## src/rtl/reg_write_arbiter_if.sv

```systemverilog
`default_nettype none
// ============================================================================
// Module      : reg_write_arbiter_if
// Description : Bundle between N requesters and the shared-register write
//               arbiter.
//               Requester side (master) drives req, lock and wdata.
//               Arbiter side (slave) returns ack, q, q_valid, owner, locked
//               and lock_expired.
//               Ports: req[N], lock[N], wdata[N*W] (lane i = wdata[i*W +: W]),
//               ack[N], q[W], q_valid, owner[clog2(N)], locked, lock_expired.
// Revision    : 1.0 - initial release
// ============================================================================
interface reg_write_arbiter_if #(
  parameter int N = 4,
  parameter int W = 8
);
  localparam int c_ow = (N > 1) ? $clog2(N) : 1;

  logic [N-1:0]    req;
  logic [N-1:0]    lock;
  logic [N*W-1:0]  wdata;
  logic [N-1:0]    ack;
  logic [W-1:0]    q;
  logic            q_valid;
  logic [c_ow-1:0] owner;
  logic            locked;
  logic            lock_expired;

  modport master (
    output req, lock, wdata,
    input  ack, q, q_valid, owner, locked, lock_expired
  );

  modport slave (
    input  req, lock, wdata,
    output ack, q, q_valid, owner, locked, lock_expired
  );
endinterface
`default_nettype wire

```

## src/rtl/reg_write_arbiter.sv

```systemverilog
`default_nettype none
// ============================================================================
// Module      : reg_write_arbiter
// Description : Round-robin arbiter owning the single write port of a shared
//               W-bit register. One write lands per clock. A requester may
//               lock the register for an atomic multi-write sequence; a
//               watchdog forces release after MAX_LOCK locked cycles without
//               an owner write.
//               Ports: clk    - rising-edge clock
//                      reset  - asynchronous active-high reset
//                      bus    - reg_write_arbiter_if slave modport
// Revision    : 1.0 - initial release
// ============================================================================
module reg_write_arbiter #(
  parameter int N        = 4,
  parameter int W        = 8,
  parameter int MAX_LOCK = 16
) (
  input  wire logic          clk,
  input  wire logic          reset,
  reg_write_arbiter_if.slave bus
);

  localparam int c_pw = (N > 1) ? $clog2(N) : 1;
  localparam int c_cw = (MAX_LOCK > 1) ? $clog2(MAX_LOCK) : 1;

  localparam logic [c_pw-1:0] c_last_idx = c_pw'(N - 1);
  localparam logic [c_cw-1:0] c_cnt_max  = c_cw'(MAX_LOCK - 1);

  localparam logic [0:0] c_idle   = 1'b0;
  localparam logic [0:0] c_locked = 1'b1;

  logic [0:0]      r_state;
  logic [c_pw-1:0] r_ptr;
  logic [c_cw-1:0] r_cnt;
  logic [W-1:0]    r_q;
  logic            r_q_valid;
  logic [c_pw-1:0] r_owner;
  logic            r_lock_expired;

  logic [0:0]      w_state_nxt;
  logic [c_pw-1:0] w_ptr_nxt;
  logic [c_cw-1:0] w_cnt_nxt;
  logic            w_we;
  logic [c_pw-1:0] w_sel;
  logic            w_expire;
  logic [W-1:0]    w_wdata_sel;
  logic            w_grant_vld;
  logic [c_pw-1:0] w_grant;
  logic [N-1:0]    w_ack;

  // Index increment with wrap at N; N need not be a power of two.
  function automatic logic [c_pw-1:0] f_inc(input logic [c_pw-1:0] v);
    return (v == c_last_idx) ? '0 : v + c_pw'(1);
  endfunction

  // Round-robin scan starting at r_ptr; first pending requester wins.
  always_comb begin
    logic [c_pw-1:0] v_idx;
    w_grant_vld = 1'b0;
    w_grant     = '0;
    v_idx       = r_ptr;
    for (int k = 0; k < N; k++) begin
      if (!w_grant_vld && bus.req[v_idx]) begin
        w_grant_vld = 1'b1;
        w_grant     = v_idx;
      end
      v_idx = f_inc(v_idx);
    end
  end

  // Write-data lane select for the accepted writer.
  always_comb begin
    w_wdata_sel = '0;
    for (int i = 0; i < N; i++) begin
      if (w_sel == c_pw'(i)) begin
        w_wdata_sel = bus.wdata[i*W +: W];
      end
    end
  end

  // State register (plus the datapath that moves with it).
  always_ff @(posedge clk or posedge reset) begin
    if (reset) begin
      r_state        <= c_idle;
      r_ptr          <= '0;
      r_cnt          <= '0;
      r_q            <= '0;
      r_q_valid      <= 1'b0;
      r_owner        <= '0;
      r_lock_expired <= 1'b0;
    end else begin
      r_state        <= w_state_nxt;
      r_ptr          <= w_ptr_nxt;
      r_cnt          <= w_cnt_nxt;
      r_q_valid      <= w_we;
      r_lock_expired <= w_expire;
      if (w_we) begin
        r_q     <= w_wdata_sel;
        r_owner <= w_sel;
      end
    end
  end

  // Next-state logic.
  always_comb begin
    w_state_nxt = r_state;
    w_ptr_nxt   = r_ptr;
    w_cnt_nxt   = r_cnt;
    w_we        = 1'b0;
    w_sel       = r_owner;
    w_expire    = 1'b0;
    case (r_state)
      c_idle: begin
        if (w_grant_vld) begin
          w_we  = 1'b1;
          w_sel = w_grant;
          if (bus.lock[w_grant]) begin
            // Pointer stays put on lock entry; it moves past the holder on release.
            w_state_nxt = c_locked;
            w_cnt_nxt   = '0;
          end else begin
            w_ptr_nxt = f_inc(w_grant);
          end
        end
      end
      c_locked: begin
        if (bus.req[r_owner]) begin
          // Owner write beats the watchdog even in its final cycle.
          w_we      = 1'b1;
          w_cnt_nxt = '0;
          if (!bus.lock[r_owner]) begin
            w_state_nxt = c_idle;
            w_ptr_nxt   = f_inc(r_owner);
          end
        end else if (!bus.lock[r_owner]) begin
          // Abandon: owner released without writing.
          w_state_nxt = c_idle;
          w_ptr_nxt   = f_inc(r_owner);
        end else if (r_cnt == c_cnt_max) begin
          w_state_nxt = c_idle;
          w_ptr_nxt   = f_inc(r_owner);
          w_expire    = 1'b1;
        end else begin
          w_cnt_nxt = r_cnt + c_cw'(1);
        end
      end
      default: begin
        w_state_nxt = c_idle;
      end
    endcase
  end

  // Output logic. ack is forced low while reset is asserted.
  always_comb begin
    w_ack = '0;
    if (!reset) begin
      if (r_state == c_idle) begin
        if (w_grant_vld) begin
          w_ack[w_grant] = 1'b1;
        end
      end else begin
        w_ack[r_owner] = bus.req[r_owner];
      end
    end
  end

  assign bus.ack          = w_ack;
  assign bus.q            = r_q;
  assign bus.q_valid      = r_q_valid;
  assign bus.owner        = r_owner;
  assign bus.locked       = (r_state == c_locked);
  assign bus.lock_expired = r_lock_expired;

endmodule
`default_nettype wire

```

## src/flat_wrapper.sv

```systemverilog
// flat-port wrapper written by rule: the top's interface ports become plain ports
module reg_write_arbiter_flat 
#(
  parameter int N        = 4,
  parameter int W        = 8,
  parameter int MAX_LOCK = 16
)
  (clk, reset, bus_req, bus_lock, bus_wdata, bus_ack, bus_q, bus_q_valid, bus_owner, bus_locked, bus_lock_expired);
  reg_write_arbiter_if #(.N(N), .W(W)) bus_i ();
  input  wire logic clk;
  input  wire logic reset;
  input wire logic [$bits(bus_i.req)-1:0] bus_req;
  input wire logic [$bits(bus_i.lock)-1:0] bus_lock;
  input wire logic [$bits(bus_i.wdata)-1:0] bus_wdata;
  output wire logic [$bits(bus_i.ack)-1:0] bus_ack;
  output wire logic [$bits(bus_i.q)-1:0] bus_q;
  output wire logic [$bits(bus_i.q_valid)-1:0] bus_q_valid;
  output wire logic [$bits(bus_i.owner)-1:0] bus_owner;
  output wire logic [$bits(bus_i.locked)-1:0] bus_locked;
  output wire logic [$bits(bus_i.lock_expired)-1:0] bus_lock_expired;
  assign bus_i.req = bus_req;
  assign bus_i.lock = bus_lock;
  assign bus_i.wdata = bus_wdata;
  assign bus_ack = bus_i.ack;
  assign bus_q = bus_i.q;
  assign bus_q_valid = bus_i.q_valid;
  assign bus_owner = bus_i.owner;
  assign bus_locked = bus_i.locked;
  assign bus_lock_expired = bus_i.lock_expired;
  reg_write_arbiter #(.N(N), .W(W), .MAX_LOCK(MAX_LOCK)) u_core (.clk(clk), .reset(reset), .bus(bus_i));
endmodule
```

## config.mk

```make
export PLATFORM = sky130hd
export DESIGN_NAME = reg_write_arbiter_flat
export DESIGN_NICKNAME = d
export VERILOG_FILES = /design/src/rtl/reg_write_arbiter_if.sv /design/src/rtl/reg_write_arbiter.sv /design/src/flat_wrapper.sv
export SDC_FILE = /design/constraint.sdc
export NUM_CORES = 1
export LEC_CHECK = 0
export BUFFER_PORTS_ARGS = -buffer_cell sky130_fd_sc_hd__clkbuf_2
export CAP_MARGIN = 0
export CORE_MARGIN = 2
export CORE_UTILIZATION = 35
export CTS_CLUSTER_SIZE = 40
export DETAILED_ROUTE_END_ITERATION = 8
export PLACE_DENSITY = 0.61
export REMOVE_ABC_BUFFERS = 1
export SYNTH_ARGS = -nofsm -noshare
export SYNTH_HDL_FRONTEND = slang
export SYNTH_SLANG_ARGS = --single-unit
```

## constraint.sdc

```tcl
create_clock -name clk -period 5.1 [get_ports clk]
set_input_delay 1.02 -clock clk [delete_from_list [all_inputs] [get_ports clk]]
set_output_delay 1.02 -clock clk [all_outputs]
set_load 0.02 [all_outputs]
```

-- Yosys cells after proc, flatten, opt, wreduce, memory -nomap -nowiden
Cells that the tools add are included.
- bitwise operators: 2
- $lt $le $gt $ge: 8
- reductions and logical operators: 11
- eq/ne operators: 16
- mux-type cells: 67
- $add $sub $neg: 6
- operators with widths (operator ; count):
    $mux 2 ; 17
    $mux 4 ; 8
    $mux 8 ; 4
    $mux 1 ; 25
    $lt 2x3->1 const B ; 6
    $bmux 1 s2 ; 7
    $eq 2x2->1 const B ; 7
    $ne 3x3->1 const B ; 4
    $add 2x1->2 const B ; 5
    $pmux 4 s2 ; 1
    $reduce_and 4->1 ; 2
    $logic_and 1x1->1 ; 5
    $add 4x1->4 const B ; 1
    $and 4x4->4 ; 1
    $demux 1 s2 ; 2
    $eq 4x4->1 const B ; 1
    $ge 2x1->1 const B ; 2
    $ne 2x1->1 const B ; 2
    $pmux 1 s2 ; 2
    $pmux 2 s2 ; 1
    $logic_not 1->1 ; 3
    $eq 2x1->1 const B ; 1
    $logic_not 2->1 ; 1
    $ne 2x2->1 const B ; 1
    $not 1->1 ; 1
- bits of input ports: 42
- output and inout bits: 17
- logic and storage cells: 117
- register bits after elaboration: 19

-- Depth between registers and ports, before layout
Gate-level depths: netlist of the first run.
- depth after elaboration: 19
- mapped depth: 11

-- Worst setup path after synthesis of the first run
Ideal clock, no wire load.
- path type: input port to output port
- from: input port bus_req[2]
- to: output port bus_ack[3]
- path buffers: 1
- slack: 1046 ps
- required time: 4080 ps
- stages: 8
- arrival time: 3034 ps
- cells stage by stage: buf_6 mux4_2 a2111oi_4 nor2_2 inv_1 ha_1 a22oi_1 nor2_1
- cells in the longest elaborated chain, start to end: 19
- RTL lines (item ; RTL line ; text):
    start: declaration ; flat_wrapper.sv:12 ; input wire logic [$bits(bus_i.req)-1:0] bus_req;
    $bmux 1 s2 ; reg_write_arbiter.sv:64 ; if (!w_grant_vld && bus.req[v_idx]) begin
    $mux 1 (implied by the code) ; reg_write_arbiter.sv:64 ;
    $mux 1 ; reg_write_arbiter.sv:64 ;
    $logic_not 1->1 ; reg_write_arbiter.sv:64 ;
    $logic_and 1x1->1 ; reg_write_arbiter.sv:64 ;
    $mux 1 ; reg_write_arbiter.sv:64 ;
    $logic_not 1->1 ; reg_write_arbiter.sv:64 ;
    $logic_and 1x1->1 ; reg_write_arbiter.sv:64 ;
    (+3 left out) ; -- ;
    $mux 2 ; reg_write_arbiter.sv:64 ;
    $lt 2x3->1 (implied by the code) or $ge 2x1->1 (tied branches) ; reg_write_arbiter.sv:160 ; w_ack[w_grant] = 1'b1;
    $logic_and 1x1->1 (implied by the code) ; reg_write_arbiter.sv:160 ;
    $mux 1 (implied by the code) ; reg_write_arbiter.sv:160 ;
    $demux 1 s2 ; -- ;
    $mux 4 ; reg_write_arbiter.sv:159 ; if (w_grant_vld) begin
    $mux 4 (*) ; reg_write_arbiter.sv:158 ; if (r_state == c_idle) begin
    $mux 4 (*) ; reg_write_arbiter.sv:157 ; if (!reset) begin
    end: declaration ; flat_wrapper.sv:15 ; output wire logic [$bits(bus_i.ack)-1:0] bus_ack;
Every way passes the cells marked *; elsewhere a longest branch is shown, timed or not. The select of a mux whose other input is x is not followed.

-- Worst setup path in the final report of the first run
- from: register u_core.r_ptr[0]
- to: output port bus_ack[3]
- cells in the longest elaborated chain, start to end: 19
- RTL lines (item ; RTL line ; text):
    start: declaration ; reg_write_arbiter.sv:34 ; logic [c_pw-1:0] r_ptr;
    start signal: assignment ; reg_write_arbiter.sv:94 ; r_ptr <= w_ptr_nxt;
    branches (longest 16 deep; another with $lt 2x3->1) ; -- ;
    $mux 4 (*) ; reg_write_arbiter.sv:159 ;
    $mux 4 (*) ; reg_write_arbiter.sv:158 ;
    $mux 4 (*) ; reg_write_arbiter.sv:157 ;
Mark *: on every way between the ends. The select of a mux whose other input is x is not followed.

==> results.tsv, run 1 <==
stage	metric	value	unit
synthesis	Ys Warns	0	
synthesis	prevailing post-synth register cell	dfrtp_1	
worst_setup_path	worst path required time	4.08	ns
route	residual DRC count	0	
clock_network	TritonCTS Buffers	3	
floorplanning	Core Box Area	5040	um^2
status	outcome	complete, no violations	
synthesis	top cells by area, synth	dfrtp_1, ha_1, a21oi_1	
global_route	number of global-route vias before repair	1645	
min_path	Worst Hold Class	reg2reg	
floorplanning	Initial Util	36.0	%
sta	post-route setup TNS	0	ns
global_route	Total GRT Usage	17.4	%
worst_setup_path	kind of critical path	reg2out	
final_layout	share of cells above drive strength 1	33.2	%
placement	port bufs	58	
synthesis	most frequent cell after synthesis	nor2_1	
global_route	gr ovfl total	0	
clock_network	Clk pin slew, worst setup/hold paths	0.08	ns
sta	unrepaired setup endpoints after global routing	no	
sta	Max-slew headroom	48.4	%
worst_setup_path	cell chain of the critical path	ha_1 -> mux4_1 -> a2111oi_4 -> nor2_2 -> inv_1 -> ha_1 -> a22oi_1 -> nor2_1 -> clkbuf_2	
worst_setup_path	Worst setup EP type	primary output	
sta	WHS	0.516	ns
clock_network	CTS tree	built	
synthesis	cells after synthesis	199	
placement	DP Area	2140	um^2
synthesis	post-synth cell types	52	
global_route	initial antenna violation count	0	
synthesis	Seq cells post-synth	19	
final_layout	diode count	0	
sta	Max Clk Rate	223	MHz
floorplanning	Die Height	76.0	um
final_layout	Nets	307	
sta	crit path time final	4.49	ns
placement	routability cong.	0.829	
sta	clk_skew	0.00675	ns
pwr	VDD IR max	0.357	mV
floorplanning	I/O pins	59	
run	Maximum Capacitance Violations	0	
floorplanning	row cnt	26	
clock_network	hold-fix buffers at CTS	0	
sta	slew at the pin with the worst max-slew slack	0.773	ns
pwr	total power	1.76	mW
final_layout	post-route cell area	2190	um^2
pwr	Leak	1.03	nW
final_layout	Layout fillers	540	
worst_setup_path	Crit path top cell by count	ha_1	
synthesis	sequential share of the synthesized area	26.2	%
floorplanning	die width	76.0	um
synthesis	EDFF count, synth	0	
clock_network	worst-skew pair later-pin latency	0.27	ns
synthesis	FFs w/ async S/R, synth	100	%
route	Initial DRC Count	100	
synthesis	Mean Syn Cell Area	9.13	um^2
floorplanning	Die ar.	5780	um^2
synthesis	most frequent cells after synthesis	nor2_1, dfrtp_1, a21oi_1, inv_1, o21ai_0	
synthesis	area leader, netlist	dfrtp_1	
synthesis	Synth top area share	26.2	%
clock_network	CTS Buffer Depth	2	
sta	ratio of final minimum period to clock period	88.1	%
synthesis	Synth Cell Area	1820	um^2
route	average wire per standard cell	15.0	um
worst_setup_path	worst-path fanout max	11	
pwr	Cell Pwr Density	804	nW/um^2
global_route	first-pass GRT wire length	8270	um
final_layout	Area Growth Syn to Fin	20.5	%
route	vias per inst	5.39	
route	Total Wirelength	4900	um
clock_network	postcts setup bufs	0	
sta	Slew Limit Fails	0	
sta	setup violators final	0	
clock_network	H-tree depth	1	
route	1st-pass router iterations	5	
worst_setup_path	worst path arrival time	3.47	ns
route	routed vias	1757	
clock_network	Resize count post-CTS	0	
placement	Post-DP HPWL	3700	um
worst_setup_path	CP max stage delay	0.73	ns
sta	Final Hold Vio Count	0	
worst_setup_path	CP startpoint kind	flop	
worst_setup_path	CP max stage cell	mux4_1	
route	post-route ant nets	0	
global_route	largest net degree at the start of global routing	20	
clock_network	CTS root buf	clkbuf_8	
clock_network	clock tree sinks	19	
[registers in the layout, summed over array words and instances (netlist names)]
signal,cells
u_core.bus.locked,1
u_core.bus.q_valid,1
u_core.r_cnt,4
u_core.r_ptr,2
u_core.bus.owner,2
u_core.bus.q,8
u_core.bus.lock_expired,1
[final timing paths]
path                                  from                end  slack, ns  depth (start not counted)
hold / removal             u_core.r_cnt[1]    u_core.r_cnt[1]       0.52                          1
hold reg to reg            u_core.r_cnt[1]    u_core.r_cnt[1]       0.52                          1
max in group asynchronous            reset  u_core.bus.locked       3.70                          2
setup reg to reg           u_core.r_ptr[0]    u_core.r_ptr[1]       1.63                          7
setup / recovery           u_core.r_ptr[0]         bus_ack[3]       0.61                          9
min in group asynchronous            reset    u_core.bus.q[3]       0.92                          2
[worst max-delay path, delay by kind of cell (launching register included)]
| kind | cells | cell delay, ns |
|---|---|---|
| AOI/OAI and AO/OA | 2 | 0.53 |
| DFF | 1 | 0.50 |
| buffers and inverters | 2 | 0.39 |
| adders and majority gates | 2 | 0.76 |
| and+or+nand+nor | 2 | 0.30 |
| muxes | 1 | 0.73 |
[stage by stage]
| step | setup slack, ns | std cells | utilization (%) |
|---|---|---|---|
| after floorplan | 1.15 | 193 | - |
| after global routing | 0.348 | 326 | 43.4 |
| after CTS | 0.600 | 326 | 43.4 |
| final | 0.607 | 326 | 43.4 |
| after global placement | 0.857 | 322 | 42.5 |
| after detailed placement | 0.824 | 322 | 42.5 |
[area by class of cell]
cell class	instances	area, um^2	area share (%)
well taps	70	87.6	4.00
clock inverters	1	5.00	0.229
flip-flops and latches	19	475	21.7
clock buffers	3	41.3	1.89
multi-input cells	156	1210	55.4
inverters	18	70.1	3.20
repair buffers	59	298	13.6
[cell families (layout without fill, tap and decap cells)]
kind of cell               after synthesis  after routing  share of synthesized area [%]
AOI/OAI and AO/OA                       78             78                           35.8
adders and majority gates                8              8                           5.51
DFF                                     19             19                           26.2
muxes                                    9              9                           8.47
and+or+nand+nor                         61             61                           16.9
buffers and inverters                   24             81                           7.09
[cell usage in the layout, fill, tap and decap left out, types with 2 or more instances in the layout]
master     count
nor2b_1        2
a21oi_1       16
a211oi_1       2
and2_1         2
mux4_1         2
a21o_1         8
nor2_1        20
nand4b_1       2
ha_1           8
nand2_1       11
inv_1         16
dfrtp_1       19
clkbuf_2      58
mux2i_1        3
clkbuf_8       3
a211oi_4       2
o21ai_0       13
nand3_1       10
o21a_1         2
a22oi_1        4
nor3_1         6
a2111oi_4      2
or3b_2         2
mux4_2         2
o211ai_1       7
a221oi_1       8
[power by group]
| part | switching (mW) | internal [mW] |
|---|---|---|
| logic | 0.791 | 0.548 |
| clock network | 0.0577 | 0.0545 |
| registers | 0.0860 | 0.222 |
[metal layers]
| metal | wire length, um | share of wire [%] | vias to the layer above | global-route usage, % |
|---|---|---|---|---|
| li1 | - | - | 876 | - |
| met1 | 2290 | 47 | 844 | 24.4 |
| met2 | 2390 | 49 | 33 | 29.0 |
| met3 | 178 | 3.6 | 4 | 2.61 |
| met4 | 36 | 0.74 | 0 | 3.27 |
| met5 | 0 | 0 | - | 0 |
(Power assumes the default switching activity.)
==> run 2: changes to the inputs <==
--- a/config.mk
+++ b/config.mk
@@ -11,7 +11,7 @@
 export CORE_UTILIZATION = 35
 export CTS_CLUSTER_SIZE = 40
 export DETAILED_ROUTE_END_ITERATION = 8
-export PLACE_DENSITY = 0.61
+export PLACE_DENSITY = 0.63
 export REMOVE_ABC_BUFFERS = 1
 export SYNTH_ARGS = -nofsm -noshare
 export SYNTH_HDL_FRONTEND = slang
==> constraint.sdc (replaced) <==
create_clock -name clk -period 3.65 [get_ports clk]
set_input_delay 0.73 -clock clk [delete_from_list [all_inputs] [get_ports clk]]
set_output_delay 0.73 -clock clk [all_outputs]
set_load 0.02 [all_outputs]
==> results.tsv, run 2 (same netlist as run 1, synthesis figures left out) <==
stage	metric	value	unit	change
final_layout	Sequential cell area	475	um^2	unchanged
clock_network	postcts setup bufs	0		unchanged
global_route	Total GRT Usage	17.3	%	was 17.4%
clock_network	worst-skew pair later-pin latency	0.26	ns	was 0.27 ns
final_layout	diode count	0		unchanged
final_layout	Layout fillers	504		was 540
route	Total Wirelength	4840	um	was 4900 um
worst_setup_path	worst-path fanout max	8		was 11
sta	Max Clk Rate	292	MHz	
final_layout	share of cells above drive strength 1	35.6	%	was 33.2%
sta	post-route setup TNS	0	ns	unchanged
worst_setup_path	worst path required time	2.92	ns	was 4.08 ns
floorplanning	Die Height	76.0	um	unchanged
floorplanning	row cnt	26		unchanged
final_layout	max reg flops	8		unchanged
worst_setup_path	worst path arrival time	2.70	ns	was 3.47 ns
global_route	gr ovfl total	0		unchanged
sta	Slew Limit Fails	0		unchanged
final_layout	area taken by multi-input logic gates	1210	um^2	about the same
pwr	Leak	1.06	nW	was 1.03 nW
min_path	Worst Hold Class	reg2reg		unchanged
clock_network	CTS tree	built		unchanged
placement	routability cong.	0.855		was 0.829
final_layout	commonest non-fill, non-tap cells in the layout	clkbuf_2, nor2_1, dfrtp_1, inv_1, a21oi_1		unchanged
sta	ratio of final minimum period to clock period	94.0	%	
final_layout	most common library cell in the layout ignoring fill and taps	clkbuf_2		unchanged
status	outcome	complete, no violations		unchanged
global_route	initial antenna violation count	0		unchanged
route	Initial DRC Count	72		was 100
sta	Final Hold Vio Count	0		unchanged
placement	DP Area	2200	um^2	was 2140 um^2
route	routed vias	1784		was 1,757
final_layout	Nets	315		was 307
sta	unrepaired setup endpoints after global routing	no		unchanged
placement	port bufs	58		unchanged
global_route	first-pass GRT wire length	8290	um	was 8270 um
worst_setup_path	kind of critical path	reg2out		unchanged
sta	Max-slew headroom	47.7	%	was 48.4%
pwr	Cell Pwr Density	1150	nW/um^2	was 804 nW/um^2
floorplanning	Initial Util	36.0	%	unchanged
sta	clk_skew	0.00518	ns	was 0.00675 ns
final_layout	Core Util, Final	44.5	%	was 43.4%
sta	slew at the pin with the worst max-slew slack	0.783	ns	was 0.773 ns
run	Maximum Capacitance Violations	0		unchanged
floorplanning	Die ar.	5780	um^2	unchanged
worst_setup_path	CP startpoint kind	flop		unchanged
route	post-route ant nets	0		unchanged
floorplanning	Core Box Area	5040	um^2	unchanged
final_layout	post-route cell area	2250	um^2	was 2190 um^2
floorplanning	I/O pins	59		unchanged
route	1st-pass router iterations	4		was 5
sta	min setup slack post-route	0.220	ns	was 0.607 ns
final_layout	Area Growth Syn to Fin	23.6	%	was 20.5%
clock_network	CTS Buffer Depth	2		unchanged
sta	setup violators final	0		unchanged
clock_network	Clk pin slew, worst setup/hold paths	0.08	ns	about the same
route	residual DRC count	0		unchanged
route	average wire per standard cell	14.5	um	was 15.0 um
clock_network	H-tree depth	1		unchanged
global_route	number of global-route vias before repair	1698		was 1,645
clock_network	CTS root buf	clkbuf_8		unchanged
placement	Post-Place Worst Slack	0.235	ns	was 0.824 ns
pwr	VDD IR max	0.578	mV	was 0.357 mV
sta	crit path time final	3.43	ns	
sta	WHS	0.519	ns	was 0.516 ns
clock_network	TritonCTS Buffers	3		unchanged
placement	Post-DP HPWL	3660	um	was 3700 um
route	vias per inst	5.34		was 5.39
floorplanning	die width	76.0	um	unchanged
global_route	largest net degree at the start of global routing	20		unchanged
worst_setup_path	Worst setup EP type	primary output		unchanged
clock_network	clock tree sinks	19		unchanged
-- run 2: metrics by stage --
| stage | cells | total power, mW |
|---|---|---|
| 5_1_grt | 334 | 2.81 |
| 2_1_floorplan | 193 | 1.86 |
| 6_report | 334 | 2.57 |
| 3_3_place_gp | 330 | 2.41 |
| 3_5_place_dp | 330 | 2.41 |
| 4_1_cts | 334 | 2.58 |
-- run 2: critical path, cell delays in order, from the launching register on --
cell	delay [ns]
dfrtp_1	0.44
ha_1	0.30
nor2_1	0.26
mux4_2	0.43
a211oi_4	0.35
nor2_1	0.19
a22oi_1	0.24
nor2_1	0.06
clkbuf_2	0.15
-- run 2: path summary, 6_finish.rpt --
check / start / endpoint / slack [ns] / depth (start not counted)
max: u_core.r_ptr[1] / bus_ack[0] / 0.22 / 8
min: u_core.r_cnt[1] / u_core.r_cnt[1] / 0.52 / 1
max reg2reg: u_core.r_ptr[1] / u_core.bus.q[5] / 0.59 / 8
min reg2reg: u_core.r_cnt[1] / u_core.r_cnt[1] / 0.52 / 1
max in group asynchronous: reset / u_core.bus.locked / 2.52 / 2
min in group asynchronous: reset / u_core.bus.q[4] / 0.64 / 2
-- run 2: area by class of cell --
| cell class | count | share of cell area [%] |
|---|---|---|
| Timing Repair Buffer | 67 | 15.9 |
| Inverter | 18 | 3.12 |
| Sequential cell | 19 | 21.2 |
| Clock inverter | 1 | 0.223 |
| Clock buffer | 3 | 1.84 |
| Multi-Input combinational cell | 156 | 53.8 |
| Tap cell | 70 | 3.90 |
-- run 2: what timing repair did --
action | in CTS | in global routing
resized for setup | 0 | 2
setup endpoints to repair | 0 | 2
hold buffers | 0 | 0
-- run 2: power breakdown --
group / internal (mW) / switching, mW / leakage (nW)
clock network: 0.0761 / 0.0776 / 0.0255
logic: 0.861 / 1.14 / 0.803
registers: 0.311 / 0.109 / 0.233
total: 1.25 / 1.32 / 1.06
-- run 2: routing by layer --
| metal | vias up | share of wire [%] | GRT usage (%) |
|---|---|---|---|
| met4 | 0 | 1.1 | 4.55 |
| met1 | 856 | 47 | 23.8 |
| met3 | 4 | 2.6 | 2.61 |
| met5 | - | 0 | 0 |
| met2 | 33 | 49 | 28.8 |
| li1 | 891 | - | - |
